**config.mk**
```make
export PLATFORM = sky130hd
export DESIGN_NAME = game_ctrl_flat
export DESIGN_NICKNAME = d
export VERILOG_FILES = /design/src/rtl/game_pkg.sv /design/src/rtl/game_ctrl_if.sv /design/src/rtl/game_ctrl_key_edge.sv /design/src/rtl/game_ctrl.sv /design/src/flat_wrapper.sv
export SDC_FILE = /design/constraint.sdc
export NUM_CORES = 1
export LEC_CHECK = 0
export CAP_MARGIN = 20
export CORE_ASPECT_RATIO = 0.75
export CORE_MARGIN = 2
export CORE_UTILIZATION = 35
export CTS_CLUSTER_DIAMETER = 30
export DETAILED_ROUTE_END_ITERATION = 6
export GPL_ROUTABILITY_DRIVEN = 0
export SLEW_MARGIN = 20
export SYNTH_ARGS = -nofsm -noshare
export SYNTH_HDL_FRONTEND = slang
export SYNTH_SLANG_ARGS = --single-unit
```
**constraint.sdc**
```tcl
create_clock -name clk -period 2.1 [get_ports clk]
set_input_delay 0.21 -clock clk [delete_from_list [all_inputs] [get_ports clk]]
set_output_delay 0.21 -clock clk [all_outputs]
set_load 0.01 [all_outputs]
```
**src/rtl/game_pkg.sv**
```systemverilog
// game_pkg
//  Shared definitions for the VGA square game sequencer:
//   - state_t    : FSM state encoding (also driven out on the debug state port)
//   - LIVES_W    : width of the lives counter
//   - DEF_*      : default frame counts for the READY and HIT holds
//   - cnt_width  : helper that sizes the frame counter for a given frame count
//  Optional feature: GAME_PAUSE_EN (the PAUSE encoding is only used when defined).
package game_pkg;

    typedef enum logic [2:0] {
        ST_IDLE  = 3'd0,
        ST_READY = 3'd1,
        ST_PLAY  = 3'd2,
        ST_HIT   = 3'd3,
        ST_OVER  = 3'd4,
        ST_PAUSE = 3'd5
    } state_t;

    localparam int LIVES_W          = 2;
    localparam int DEF_SCORE_W      = 4;
    localparam int DEF_LIVES_INIT   = 3;
    localparam int DEF_READY_FRAMES = 60;
    localparam int DEF_HIT_FRAMES   = 30;

    // Bits needed to count 0..frames-1, never less than one bit.
    function automatic int cnt_width(input int frames);
        int w;
        w = $clog2(frames);
        return (w < 1) ? 1 : w;
    endfunction

endpackage

```
**src/rtl/game_ctrl_if.sv**
```systemverilog
// game_ctrl_if
//  Bundles every game_ctrl signal except clk/rst.
//  Modports:
//   master : environment side (drives keys, refr_tick, hit, goal; reads status)
//   slave  : game_ctrl side
//  Signals:
//   refr_tick           1-clk frame pulse
//   start_k/right_k/left_k  key levels
//   pause_k             pause key level (only with GAME_PAUSE_EN)
//   hit/goal            1-clk pulses from the square
//   move_en, turn_r_p, turn_l_p, sq_reset   square controls
//   score, lives, game_over, state          status
interface game_ctrl_if #(
    parameter int SCORE_W = 4
);
    import game_pkg::*;

    logic               refr_tick;
    logic               start_k;
    logic               right_k;
    logic               left_k;
`ifdef GAME_PAUSE_EN
    logic               pause_k;
`endif
    logic               hit;
    logic               goal;
    logic               move_en;
    logic               turn_r_p;
    logic               turn_l_p;
    logic               sq_reset;
    logic [SCORE_W-1:0] score;
    logic [LIVES_W-1:0] lives;
    logic               game_over;
    logic [2:0]         state;

    modport master (
`ifdef GAME_PAUSE_EN
        output pause_k,
`endif
        output refr_tick, start_k, right_k, left_k, hit, goal,
        input  move_en, turn_r_p, turn_l_p, sq_reset, score, lives, game_over, state
    );

    modport slave (
`ifdef GAME_PAUSE_EN
        input  pause_k,
`endif
        input  refr_tick, start_k, right_k, left_k, hit, goal,
        output move_en, turn_r_p, turn_l_p, sq_reset, score, lives, game_over, state
    );

endinterface

```
**src/rtl/game_ctrl_key_edge.sv**
```systemverilog
// key_edge
//  One-flop key history and combinational rising-edge detect.
//  Ports:
//   clk  in  clock
//   rst  in  asynchronous reset, active-high (history cleared)
//   key  in  key level, already synchronised
//   rise out key & ~previous key
module key_edge (
    input  logic clk,
    input  logic rst,
    input  logic key,
    output logic rise
);

    logic prev_reg;

    always_ff @(posedge clk or posedge rst) begin
        if (rst) begin
            prev_reg <= 1'b0;
        end else begin
            prev_reg <= key;
        end
    end

    assign rise = key & ~prev_reg;

endmodule

```
**src/rtl/game_ctrl.sv**
```systemverilog
// game_ctrl
//  Game sequencer: IDLE -> READY -> PLAY -> (HIT -> READY | OVER) flow, score
//  and lives tracking, per-frame motion gating and key-to-turn-pulse conversion.
//  Ports:
//   clk  in  pixel clock
//   rst  in  asynchronous reset, active-high
//   bus  game_ctrl_if.slave (keys, refr_tick, hit/goal in; square controls and
//        status out)
//  Parameters: SCORE_W, LIVES_INIT, READY_FRAMES, HIT_FRAMES. SCORE_W must
//  match the interface's SCORE_W.
//  Optional feature: GAME_PAUSE_EN adds pause_k and the PAUSE state.
module game_ctrl
    import game_pkg::*;
#(
    parameter int SCORE_W      = DEF_SCORE_W,
    parameter int LIVES_INIT   = DEF_LIVES_INIT,
    parameter int READY_FRAMES = DEF_READY_FRAMES,
    parameter int HIT_FRAMES   = DEF_HIT_FRAMES
) (
    input  logic        clk,
    input  logic        rst,
    game_ctrl_if.slave  bus
);

    localparam int CNT_W = cnt_width((READY_FRAMES > HIT_FRAMES) ? READY_FRAMES : HIT_FRAMES);
    localparam logic [CNT_W-1:0]   READY_LAST = CNT_W'(READY_FRAMES - 1);
    localparam logic [CNT_W-1:0]   HIT_LAST   = CNT_W'(HIT_FRAMES - 1);
    localparam logic [SCORE_W-1:0] SCORE_MAX  = '1;
    localparam logic [LIVES_W-1:0] LIVES_LOAD = LIVES_W'(LIVES_INIT);

    // Key vector: 0=start, 1=right, 2=left, 3=pause (when enabled)
    localparam int K_START = 0;
    localparam int K_RIGHT = 1;
    localparam int K_LEFT  = 2;
`ifdef GAME_PAUSE_EN
    localparam int K_PAUSE  = 3;
    localparam int NUM_KEYS = 4;
`else
    localparam int NUM_KEYS = 3;
`endif

    logic [NUM_KEYS-1:0] key_lvl;
    logic [NUM_KEYS-1:0] key_rise;

    assign key_lvl[K_START] = bus.start_k;
    assign key_lvl[K_RIGHT] = bus.right_k;
    assign key_lvl[K_LEFT]  = bus.left_k;
`ifdef GAME_PAUSE_EN
    assign key_lvl[K_PAUSE] = bus.pause_k;
`endif

    genvar gi;
    generate
        for (gi = 0; gi < NUM_KEYS; gi++) begin : g_key
            key_edge u_key_edge (
                .clk  (clk),
                .rst  (rst),
                .key  (key_lvl[gi]),
                .rise (key_rise[gi])
            );
        end
    endgenerate

    state_t             state_reg,     state_next;
    logic [CNT_W-1:0]   frame_cnt_reg, frame_cnt_next;
    logic [SCORE_W-1:0] score_reg,     score_next;
    logic [LIVES_W-1:0] lives_reg,     lives_next;
    logic               sq_reset_reg,  sq_reset_next;
    logic               turn_r_reg,    turn_r_next;
    logic               turn_l_reg,    turn_l_next;

    always_ff @(posedge clk or posedge rst) begin
        if (rst) begin
            state_reg     <= ST_IDLE;
            frame_cnt_reg <= '0;
            score_reg     <= '0;
            lives_reg     <= LIVES_LOAD;
            sq_reset_reg  <= 1'b0;
            turn_r_reg    <= 1'b0;
            turn_l_reg    <= 1'b0;
        end else begin
            state_reg     <= state_next;
            frame_cnt_reg <= frame_cnt_next;
            score_reg     <= score_next;
            lives_reg     <= lives_next;
            sq_reset_reg  <= sq_reset_next;
            turn_r_reg    <= turn_r_next;
            turn_l_reg    <= turn_l_next;
        end
    end

    always_comb begin
        state_next     = state_reg;
        frame_cnt_next = frame_cnt_reg;
        score_next     = score_reg;
        lives_next     = lives_reg;
        sq_reset_next  = 1'b0;
        turn_r_next    = 1'b0;
        turn_l_next    = 1'b0;

        case (state_reg)
            ST_IDLE, ST_OVER: begin
                if (key_rise[K_START]) begin
                    state_next    = ST_READY;
                    score_next    = '0;
                    lives_next    = LIVES_LOAD;
                    sq_reset_next = 1'b1;
                end
            end

            ST_READY: begin
                if (bus.refr_tick) begin
                    if (frame_cnt_reg == READY_LAST) begin
                        state_next = ST_PLAY;
                    end else begin
                        frame_cnt_next = frame_cnt_reg + 1'b1;
                    end
                end
            end

            ST_PLAY: begin
`ifdef GAME_PAUSE_EN
                // Pause wins the cycle: nothing else in PLAY is acted on.
                if (key_rise[K_PAUSE]) begin
                    state_next = ST_PAUSE;
                end else
`endif
                begin
                    // Simultaneous rises are ambiguous, so neither turn fires.
                    turn_r_next = key_rise[K_RIGHT] & ~key_rise[K_LEFT];
                    turn_l_next = key_rise[K_LEFT]  & ~key_rise[K_RIGHT];

                    if (bus.goal && (score_reg != SCORE_MAX)) begin
                        score_next = score_reg + 1'b1;
                    end

                    if (bus.hit) begin
                        lives_next = lives_reg - 1'b1;
                        state_next = (lives_reg <= LIVES_W'(1)) ? ST_OVER : ST_HIT;
                        if (lives_reg == '0) begin
                            lives_next = '0;
                        end
                    end
                end
            end

            ST_HIT: begin
                if (bus.refr_tick) begin
                    if (frame_cnt_reg == HIT_LAST) begin
                        state_next    = ST_READY;
                        sq_reset_next = 1'b1;
                    end else begin
                        frame_cnt_next = frame_cnt_reg + 1'b1;
                    end
                end
            end

`ifdef GAME_PAUSE_EN
            ST_PAUSE: begin
                if (key_rise[K_PAUSE]) begin
                    state_next = ST_PLAY;
                end
            end
`endif

            default: begin
                state_next = ST_IDLE;
            end
        endcase

        // A tick on the transition edge belongs to the old state; the new
        // state always starts counting from zero.
        if (state_next != state_reg) begin
            frame_cnt_next = '0;
        end
    end

    assign bus.move_en   = (state_reg == ST_PLAY);
    assign bus.game_over = (state_reg == ST_OVER);
    assign bus.turn_r_p  = turn_r_reg;
    assign bus.turn_l_p  = turn_l_reg;
    assign bus.sq_reset  = sq_reset_reg;
    assign bus.score     = score_reg;
    assign bus.lives     = lives_reg;
    assign bus.state     = state_reg;

endmodule
```
**src/flat_wrapper.sv**
```systemverilog
// flat-port wrapper written by rule: the top's interface ports become plain ports
module game_ctrl_flat import game_pkg::*;
#(
    parameter int SCORE_W      = DEF_SCORE_W,
    parameter int LIVES_INIT   = DEF_LIVES_INIT,
    parameter int READY_FRAMES = DEF_READY_FRAMES,
    parameter int HIT_FRAMES   = DEF_HIT_FRAMES
)
  (clk, rst, bus_refr_tick, bus_start_k, bus_right_k, bus_left_k, bus_hit, bus_goal, bus_move_en, bus_turn_r_p, bus_turn_l_p, bus_sq_reset, bus_score, bus_lives, bus_game_over, bus_state);
  game_ctrl_if #(.SCORE_W(SCORE_W)) bus_i ();
  input  logic clk;
  input  logic rst;
  input wire logic [$bits(bus_i.refr_tick)-1:0] bus_refr_tick;
  input wire logic [$bits(bus_i.start_k)-1:0] bus_start_k;
  input wire logic [$bits(bus_i.right_k)-1:0] bus_right_k;
  input wire logic [$bits(bus_i.left_k)-1:0] bus_left_k;
  input wire logic [$bits(bus_i.hit)-1:0] bus_hit;
  input wire logic [$bits(bus_i.goal)-1:0] bus_goal;
  output wire logic [$bits(bus_i.move_en)-1:0] bus_move_en;
  output wire logic [$bits(bus_i.turn_r_p)-1:0] bus_turn_r_p;
  output wire logic [$bits(bus_i.turn_l_p)-1:0] bus_turn_l_p;
  output wire logic [$bits(bus_i.sq_reset)-1:0] bus_sq_reset;
  output wire logic [$bits(bus_i.score)-1:0] bus_score;
  output wire logic [$bits(bus_i.lives)-1:0] bus_lives;
  output wire logic [$bits(bus_i.game_over)-1:0] bus_game_over;
  output wire logic [$bits(bus_i.state)-1:0] bus_state;
  assign bus_i.refr_tick = bus_refr_tick;
  assign bus_i.start_k = bus_start_k;
  assign bus_i.right_k = bus_right_k;
  assign bus_i.left_k = bus_left_k;
  assign bus_i.hit = bus_hit;
  assign bus_i.goal = bus_goal;
  assign bus_move_en = bus_i.move_en;
  assign bus_turn_r_p = bus_i.turn_r_p;
  assign bus_turn_l_p = bus_i.turn_l_p;
  assign bus_sq_reset = bus_i.sq_reset;
  assign bus_score = bus_i.score;
  assign bus_lives = bus_i.lives;
  assign bus_game_over = bus_i.game_over;
  assign bus_state = bus_i.state;
  game_ctrl #(.SCORE_W(SCORE_W), .LIVES_INIT(LIVES_INIT), .READY_FRAMES(READY_FRAMES), .HIT_FRAMES(HIT_FRAMES)) u_core (.clk(clk), .rst(rst), .bus(bus_i));
endmodule
```
# Word-level counts from Yosys, hierarchy flattened
# Cells that the tools add are included.
[word_totals]
reg_bits = 21
latch_bits = 0
mem_bits_rw = 0
romBits = 0
in_bits = 8
out_inout_bits = 14
elab_cells = 75
memories = 0
[classes]
n_addsub = 3
mul = 0
div = 0
order_cmp = 1
eq_ne = 15
n_shift = 0
mux = 27
n_bitwise = 10
n_reduce_logical = 9
[op_table]
columns = ["cell", "count"]
rows = [
  ["$mux W6", 5],
  ["$mux W3", 7],
  ["$pmux W3 S4", 1],
  ["$pmux W6 S2", 1],
  ["$mux W4", 2],
  ["$pmux W4 S2", 1],
  ["$add A6 B1 Y6 const B", 1],
  ["$eq A3 B2 Y1 const B", 2],
  ["$eq A6 B5 Y1 const B", 1],
  ["$eq A6 B6 Y1 const B", 1],
  ["$mux W2", 3],
  ["$ne A3 B2 Y1 const B", 2],
  ["$ne A3 B3 Y1 const B", 2],
  ["$reduce_and A3 Y1", 2],
  ["$and A1 B1 Y1", 5],
  ["$mux W1", 5],
  ["$not A1 Y1", 5],
  ["$reduce_and A5 Y1", 1],
  ["$add A4 B1 Y4 const B", 1],
  ["$ne A2 B2 Y1 const B", 2],
  ["$ne A4 B4 Y1 const B", 1],
  ["$pmux W2 S2", 1],
  ["$eq A3 B1 Y1 const B", 1],
  ["$eq A3 B3 Y1 const B", 1],
  ["11 further kinds", 11],
]

# Logic depth before layout (Yosys ltp)
# Gate-level depths: netlist of the first run.
[logic_depth]
word_depth = 7
ltp_mapped = 7
mapped_depth_nobuf = 7

# Hierarchy
# From an unflattened synthesis of the first run, not the netlist that was laid out.
[unflattened]
hier_cells = 117
hier_area_um2 = 1167.4
[by_module_without_submodules]
columns = ["mod", "n_inst", "cells_each", "area_each_um2", "seq_area_each_um2"]
rows = [
  ["game_ctrl", 1, 108, 1039.7, 452.9],
  ["key_edge", 3, 3, 42.5, 25.0],
]

# Least setup slack after synthesis of the first run
# OpenSTA, ideal clock, no wires.
[synth_path]
path_type = "flip-flop to flip-flop"
start = "register u_core.state_reg[0] (netlist: u_core.bus.state[0])"
end = "register u_core.score_reg[0] (netlist: u_core.bus.score[0])"
setup_time_ns = 0.125
t_arrival_ns = 1.442
required_time_ns = 1.975
path_slack_ns = 0.533
stages_incl_launch_ff = 6
path_buffers = 1
synth_period_minus_slack_ns = 1.567
path_cell_list = "dfrtp_1 -> buf_4 -> nor3b_4 -> and3_4 -> nor2_1 -> mux2_2"
[synth_via]
elab_cells_between_ends = 9
cone_classes = "eq/ne (4); mux (1); reduce/logical (4)"
[synth_rtl]
columns = ["item", "line_no", "rtl"]
rows = [
  ["start: declaration", "game_ctrl.sv:64", "state_t state_reg, state_next;"],
  ["start signal: assignment", "game_ctrl.sv:82", "state_reg <= state_next;"],
  ["$eq A3 B2 Y1 (*)", "n/a", ""],
  ["net bus_move_en", "flat_wrapper.sv:19", "output wire logic [$bits(bus_i.move_en)-1:0] bus_move_en;"],
  ["$ne A2 B1 Y1 (no line) / $reduce_bool A2 Y1 (equally long branches)", "n/a", ""],
  ["$reduce_and A3 Y1 (no line)", "n/a", ""],
  ["end signal: assignment", "game_ctrl.sv:84", "score_reg <= score_next;"],
  ["end: declaration", "game_ctrl.sv:66", "logic [SCORE_W-1:0] score_reg, score_next;"],
]
# Mark *: on every way through the listed nets, which the timed path passes. The rest lies on a longest branch.
# A chain may end at the register's enable or synchronous reset.

# Final worst setup path of the first run
[layout_path]
start = "register u_core.state_reg[0] (netlist: u_core.bus.state[0])"
end = "output port bus_move_en"
[layout_via]
elab_chain_len = 1
[layout_lines]
columns = ["item", "line_no", "rtl"]
rows = [
  ["$eq A3 B2 Y1", "game_ctrl.sv:178", "assign bus.move_en = (state_reg == ST_PLAY);"],
  ["end: declaration", "flat_wrapper.sv:19", ""],
]
# No other way between the ends.

==> flow_summary.ini, run 1 <==
[floorplan]
initial_core_util_pct = 36.37
rows = 17
die_area_um2 = 3489
io_pins = 22
die_w_um = 67.54
core-area_um2 = 2914
die_y_um = 51.66

[min_path]
min_path_type = in2async

[routing]
drc = 0
antenna_left = 0
wire_per_inst_um = 11.97
drtPass1Iterations = 4
vias = 803
initialDrtViolationCount = 42
post_drt_via_cell_ratio = 4.988
wl_um = 1927

[timing]
finalHoldViolCount = 0
setup_viol = 0
period_share_pct = 93.44
setup_tns_ns = 0
maxSlewViolCount = 0
rsz0062_at_grt = no
clock.fmax_mhz = 509.6
finalClockSkew_ns = 0.002835
tightestPinTransition_ns = 0.3811
hold-worst-slack_ns = 0.2680
min_period_ns = 1.962
maxSlewHeadroom_pct = 74.60

[global_route]
grt-ovfl-total = 0
gr-usage-met1_pct = 18.77
grt_antenna_before_repair = 0
track_usage_pct = 13.00
grt_pass1_wl_um = 3325
met3_usage_pct = 4.545
grt.busiest_layer = met1
grt_max_degree = 22
grtUsageMet2_pct = 17.97
grt_pass1_vias = 730

[power_and_ir_drop]
total_leakage_power_nw = 0.5730
power_density_nw_per_um2 = 787.9
ir_drop_uv = 427.1

[cts]
cts_setup_buffers = 0
post_cts_resized = 0
cts_buffers = 3
cts_max_path_buffers = 2
cts.sinks = 21
cts_hold_buf = 0
clk_pin_slew_ns = 0.08
htree_num_levels = 1
cts_tree = done
cts-root-buf = clkbuf_8
clkLatencyLatePin_ns = 0.26

[layout]
antenna_cells = 0
area_delta_synth_final_pct = 28.93
final_common_cell = clkdlybuf4s50_1
fin_cells = 161
largest_reg_flops = 6
drive_gt1_share_pct = 13.82
fin_util_pct = 46.89
nNetsFinal = 135
layout_common_cells = clkdlybuf4s50_1, dfrtp_1, nor2_1, nand2_1, nand3_1

[critical_path]
crit_start = u_core.bus.state[0]
rr_startpoint = u_core.frame_cnt_reg[0]
crit_fanout = 9
arrival_ns = 1.75
crit_end = bus_move_en
cp_top_family = buffers and inverters
reg2reg_to = u_core.frame_cnt_reg[1]
rrSetupSlack_ns = 0.37
worstPathCellList = nor3b_4 -> clkdlybuf4s50_1
slowest_stage = clkdlybuf4s50_1
path_depth = 2
cp_slowest_stage_delay_ns = 0.60
ff2ff_path_depth = 6
path_class = reg2out
worstSetupEndpointType = primary output
start_kind = flop
cp.required_ns = 1.89
timing.critical_path.buf_inv = 1

[synth]
syn_nets = 109
yosys.area_share.simple_pct = 29.75
ys_seq_elements = 21
synth_compound_area_share_pct = 8.264
synth_top_family_by_area = simple AND/OR/NAND/NOR gates
yosysUniqueCellTypes = 39
syn_area_um2 = 1060
synth_xor_area_share_pct = 5.785
syn_inst = 98
muxShareOfSynthArea_pct = 1.063
synthAdderAreaFrac_pct = 3.542
synth_seq_area_share_pct = 49.82
synth_area_per_cell_um2 = 10.81
ys_warn_count = 0

[placed_design]
dp_hpwl_um = 1496
place.port_buffers = 21
dpl.cell_count = 157

[status]
status = complete, no violations

[job]
max_cap_viol_count = 0
metal layers:
| layer | vias to the layer above | share of wire [%] |
|---|---|---|
| met5 | - | 0 |
| met3 | 2 | 5.1 |
| met2 | 26 | 43 |
| met4 | 0 | 1.4 |
| met1 | 378 | 50 |
| li1 | 397 | - |
where the power goes:
part	switching (W)	leakage [nW]	total [W]	internal, W
registers	0.0000911	0.267	0.000564	0.000473
clock network	0.000128	0.0217	0.000261	0.000134
logic	0.000115	0.284	0.000252	0.000137
cells by family (layout without fill, tap and decap cells):
group | Yosys count | in the layout
buffers and inverters | 4 | 29
DFF | 21 | 21
AOI/OAI and AO/OA | 12 | 12
xor gates and xnor gates | 7 | 7
muxes | 1 | 1
and+or+nand+nor | 50 | 50
adders and majority gates | 3 | 3
worst min-delay path by stage:
| stage | startpoint | endpoint | slack (ns) | depth (start not counted) |
|---|---|---|---|---|
| detailed placement | u_core.g_key[1].u_key_edge.prev_reg | u_core.bus.turn_r_p | 0.49 | 2 |
| global placement | u_core.g_key[1].u_key_edge.prev_reg | u_core.bus.turn_r_p | 0.49 | 2 |
| finish | rst | u_core.g_key[1].u_key_edge.prev_reg | 0.27 | 3 |
| CTS | rst | u_core.g_key[1].u_key_edge.prev_reg | 0.28 | 3 |
| global route | rst | u_core.g_key[1].u_key_edge.prev_reg | 0.32 | 3 |
| floorplan | rst | u_core.bus.score[0] | 0.19 | 1 |
stage by stage:
step	power, W	area [µm²]	setup slack, ns
finish	0.001077	1366	0.1377
global route	0.001165	1366	0.03347
CTS	0.001095	1366	0.1116
detailed placement	0.0008251	1318	0.3816
global placement	0.0008190	1318	0.4100
floorplan	0.0007393	1060	0.5334
tightest hold or removal path, cell delays in order:
cell and delay (ns):
clkdlybuf4s50_1 0.39, inv_1 0.05, buf_4 0.26
final cells by class:
type,instances,area [µm²]
Multi-Input combinational cell,73,513.0
Tap cell,38,47.55
Sequential cell,21,528.0
Fill cell,257,1548
Clock inverter,1,7.507
Timing Repair Buffer,22,217.7
Inverter,3,11.26
Clock buffer,3,41.29
Yosys cell counts (all sizes together):
master,count,area share [%]
o21bai,1,0.71
o31ai,1,0.71
a211oi,1,1.2
o22ai,2,1.2
a41oi,1,0.83
nand3b,2,2.6
nand4,3,3.0
nand3,6,2.8
xor2,2,1.7
and2b,1,0.71
inv,3,1.1
a21oi,1,0.47
nand4b,1,0.83
mux2,1,1.1
o21a,1,0.71
nor2b,2,1.2
nor4,1,0.59
o21ai,2,0.94
dfstp,2,5.0
ha,3,3.5
o221ai,1,0.83
nand2b,2,1.2
nor2,11,3.9
dfrtp,19,45
nor3,3,1.9
xnor2,5,4.1
buf,1,0.71
nor4b,1,1.4
and3,2,1.8
o211ai,1,0.71
nor4bb,1,0.94
nand2,11,3.9
nor3b,2,2.5
and2,1,0.59
No activity file was read; power rests on OpenSTA's default activity.
==> run 2, diff against run 1 <==
--- a/config.mk
+++ b/config.mk
@@ -9,6 +9,7 @@
 export CORE_ASPECT_RATIO = 0.75
 export CORE_MARGIN = 2
 export CORE_UTILIZATION = 35
+export CTS_BUF_LIST = sky130_fd_sc_hd__clkbuf_4 sky130_fd_sc_hd__clkbuf_8
 export CTS_CLUSTER_DIAMETER = 30
 export DETAILED_ROUTE_END_ITERATION = 6
 export GPL_ROUTABILITY_DRIVEN = 0
==> constraint.sdc (replaced) <==
create_clock -name clk -period 1.8 [get_ports clk]
set_input_delay 0.18 -clock clk [delete_from_list [all_inputs] [get_ports clk]]
set_output_delay 0.18 -clock clk [all_outputs]
set_load 0.01 [all_outputs]
==> run 2 against run 1 <==
Compared with the run above: setup slack got worse by 0.069 ns; via count rose by 6.2%; clock-buffer cell count did not move; flip-flop and latch count is the same; register-to-register slack worse by 0.29 ns; sequential share of layout area shrank 1.6 points; global-route usage up 1.2 points; total power increased by 21%; final cell count increased by 3.7%; worst hold slack got worse by 0.021 ns; first-iteration DRC count rose by 17%; largest power group unchanged; highest routed layer unchanged.
==> flow_summary.ini, run 2 (synthesized netlist as in run 1, its figures left out) <==
[layout]
fin_cells = 167
layout_common_cells = clkdlybuf4s50_1, dfrtp_1, nor2_1, nand2_1, buf_4
fillers = 261
nNetsFinal = 141
drive_gt1_share_pct = 21.71
fin_util_pct = 49.25
area_delta_synth_final_pct = 35.42
final_common_cell = clkdlybuf4s50_1
antenna_cells = 0
largest_reg_flops = 6

[cts]
cts-root-buf = clkbuf_8
clk_pin_slew_ns = 0.07
cts.sinks = 21
cts_tree = done
clkLatencyLatePin_ns = 0.25
htree_num_levels = 1
cts_max_path_buffers = 2
cts_buffers = 3

[floorplan]
initial_core_util_pct = 36.37
rows = 17
die_y_um = 51.66
core-area_um2 = 2914
die_area_um2 = 3489
die_w_um = 67.54
io_pins = 22

[power_and_ir_drop]
power_density_nw_per_um2 = 910.6
total_leakage_power_nw = 0.6038
ir_drop_uv = 407.4

[global_route]
grt_max_degree = 22
grt-ovfl-total = 0
grt_pass1_wl_um = 3615
grt_antenna_before_repair = 0
grt_pass1_vias = 802
track_usage_pct = 14.16

[timing]
maxSlewHeadroom_pct = 72.98
min_period_ns = 1.731
tightestPinTransition_ns = 0.4038
period_share_pct = 96.15
maxSlewViolCount = 0
clock.fmax_mhz = 577.8
finalClockSkew_ns = 0.001629
setup_viol = 0
rsz0062_at_grt = yes
finalHoldViolCount = 0

[critical_path]
path_class = reg2out
worstPathCellList = nor2_1 -> nand2_1 -> inv_1 -> clkdlybuf4s50_1
cp.required_ns = 1.62
slowest_stage = clkdlybuf4s50_1
arrival_ns = 1.55
start_kind = flop
ff2ff_path_depth = 6
cp_slowest_stage_delay_ns = 0.53
crit_fanout = 4
rr_startpoint = u_core.frame_cnt_reg[0]
crit_start = u_core.bus.state[0]
worstSetupEndpointType = primary output

[routing]
post_drt_via_cell_ratio = 5.108
wl_um = 2192
vias = 853
drc = 0
antenna_left = 0
wire_per_inst_um = 13.13
drtPass1Iterations = 4
initialDrtViolationCount = 49

[min_path]
min_path_type = in2async

[job]
max_cap_viol_count = 0

[placed_design]
dpl.cell_count = 159
place.port_buffers = 21
dp_hpwl_um = 1642

[status]
status = complete, no violations
## run 2: changes by cell type in the layout (fill, tap and decap cells not counted), sizes merged
cell,change
buf,+6
clkinv,+1
clkinvlp,-1
## run 2: cell type report
type                       count  area, µm²  area share (%)
multi-input combinational     73      535.5           37.31
sequential                    21      531.8           37.05
timing repair buffer          28      262.8           18.31
tap                           38      47.55           3.313
clock buffer                   3      41.29           2.877
inverter                       3      11.26          0.7847
clock inverter                 1      5.005          0.3487
## run 2: worst paths after layout
| kind | to | slack [ns] |
|---|---|---|
| min in group clk | u_core.g_key[2].u_key_edge.prev_reg | 0.38 |
| max in group asynchronous | u_core.bus.lives[1] | 1.28 |
| min | u_core.g_key[2].u_key_edge.prev_reg | 0.25 |
| max | bus_game_over | 0.07 |
| max reg2reg | u_core.frame_cnt_reg[0] | 0.08 |
| min reg2reg | u_core.bus.turn_r_p | 0.50 |
## run 2: where the power goes
part           internal [W]  switching [W]  total (W)
clock network      0.000154       0.000147   0.000301
logic              0.000191       0.000155   0.000346
registers          0.000552       0.000108   0.000660
total              0.000897       0.000409    0.00131
## run 2: routing by layer
metal | routed length, µm | up-vias | GRT usage, %
met5 | 0 | - | 0
met4 | 21 | 0 | 4.082
met3 | 140 | 2 | 4.545
met2 | 1005 | 28 | 22.06
met1 | 1025 | 413 | 18.77
li1 | - | 410 | -
## run 2: worst max-delay path, delay by kind of cell (launching register included)
| kind | cells | cell delay, ns |
|---|---|---|
| AND/OR/NAND/NOR | 2 | 0.26 |
| flip-flops | 1 | 0.45 |
| buffers and inverters | 2 | 0.60 |
## run 2: what timing repair did
action	4_1_cts	5_1_grt
cloned	0	0
pin swaps	0	2
resized for setup	2	4
hold buffers	0	0
setup endpoints to repair	2	7
buffers inserted	1	3
## run 2: through the flow
| stage | TNS [ns] | power (W) | area, µm² | setup slack, ns | hold slack (ns) |
|---|---|---|---|---|---|
| after global placement | 0 | 0.0009599 | 1333 | 0.1415 | 0.4891 |
| after detailed placement | 0 | 0.0009751 | 1333 | 0.07005 | 0.4940 |
| final | 0 | 0.001307 | 1435 | 0.06923 | 0.2473 |
| after floorplan | 0 | 0.0008625 | 1060 | 0.2334 | 0.1550 |
| after global routing | -0.1106 | 0.001402 | 1435 | -0.02446 | 0.2882 |
| after CTS | 0 | 0.001287 | 1389 | 0.01666 | 0.2523 |
==> run 3, diff against run 2 <==
==> constraint.sdc (replaced) <==
create_clock -name clk -period 2.1 [get_ports clk]
set_input_delay 0.21 -clock clk [delete_from_list [all_inputs] [get_ports clk]]
set_output_delay 0.21 -clock clk [all_outputs]
set_load 0.01 [all_outputs]
==> results of run 3 <==
Same layout as run 1: the final DEF is identical, and so are final timing and power.
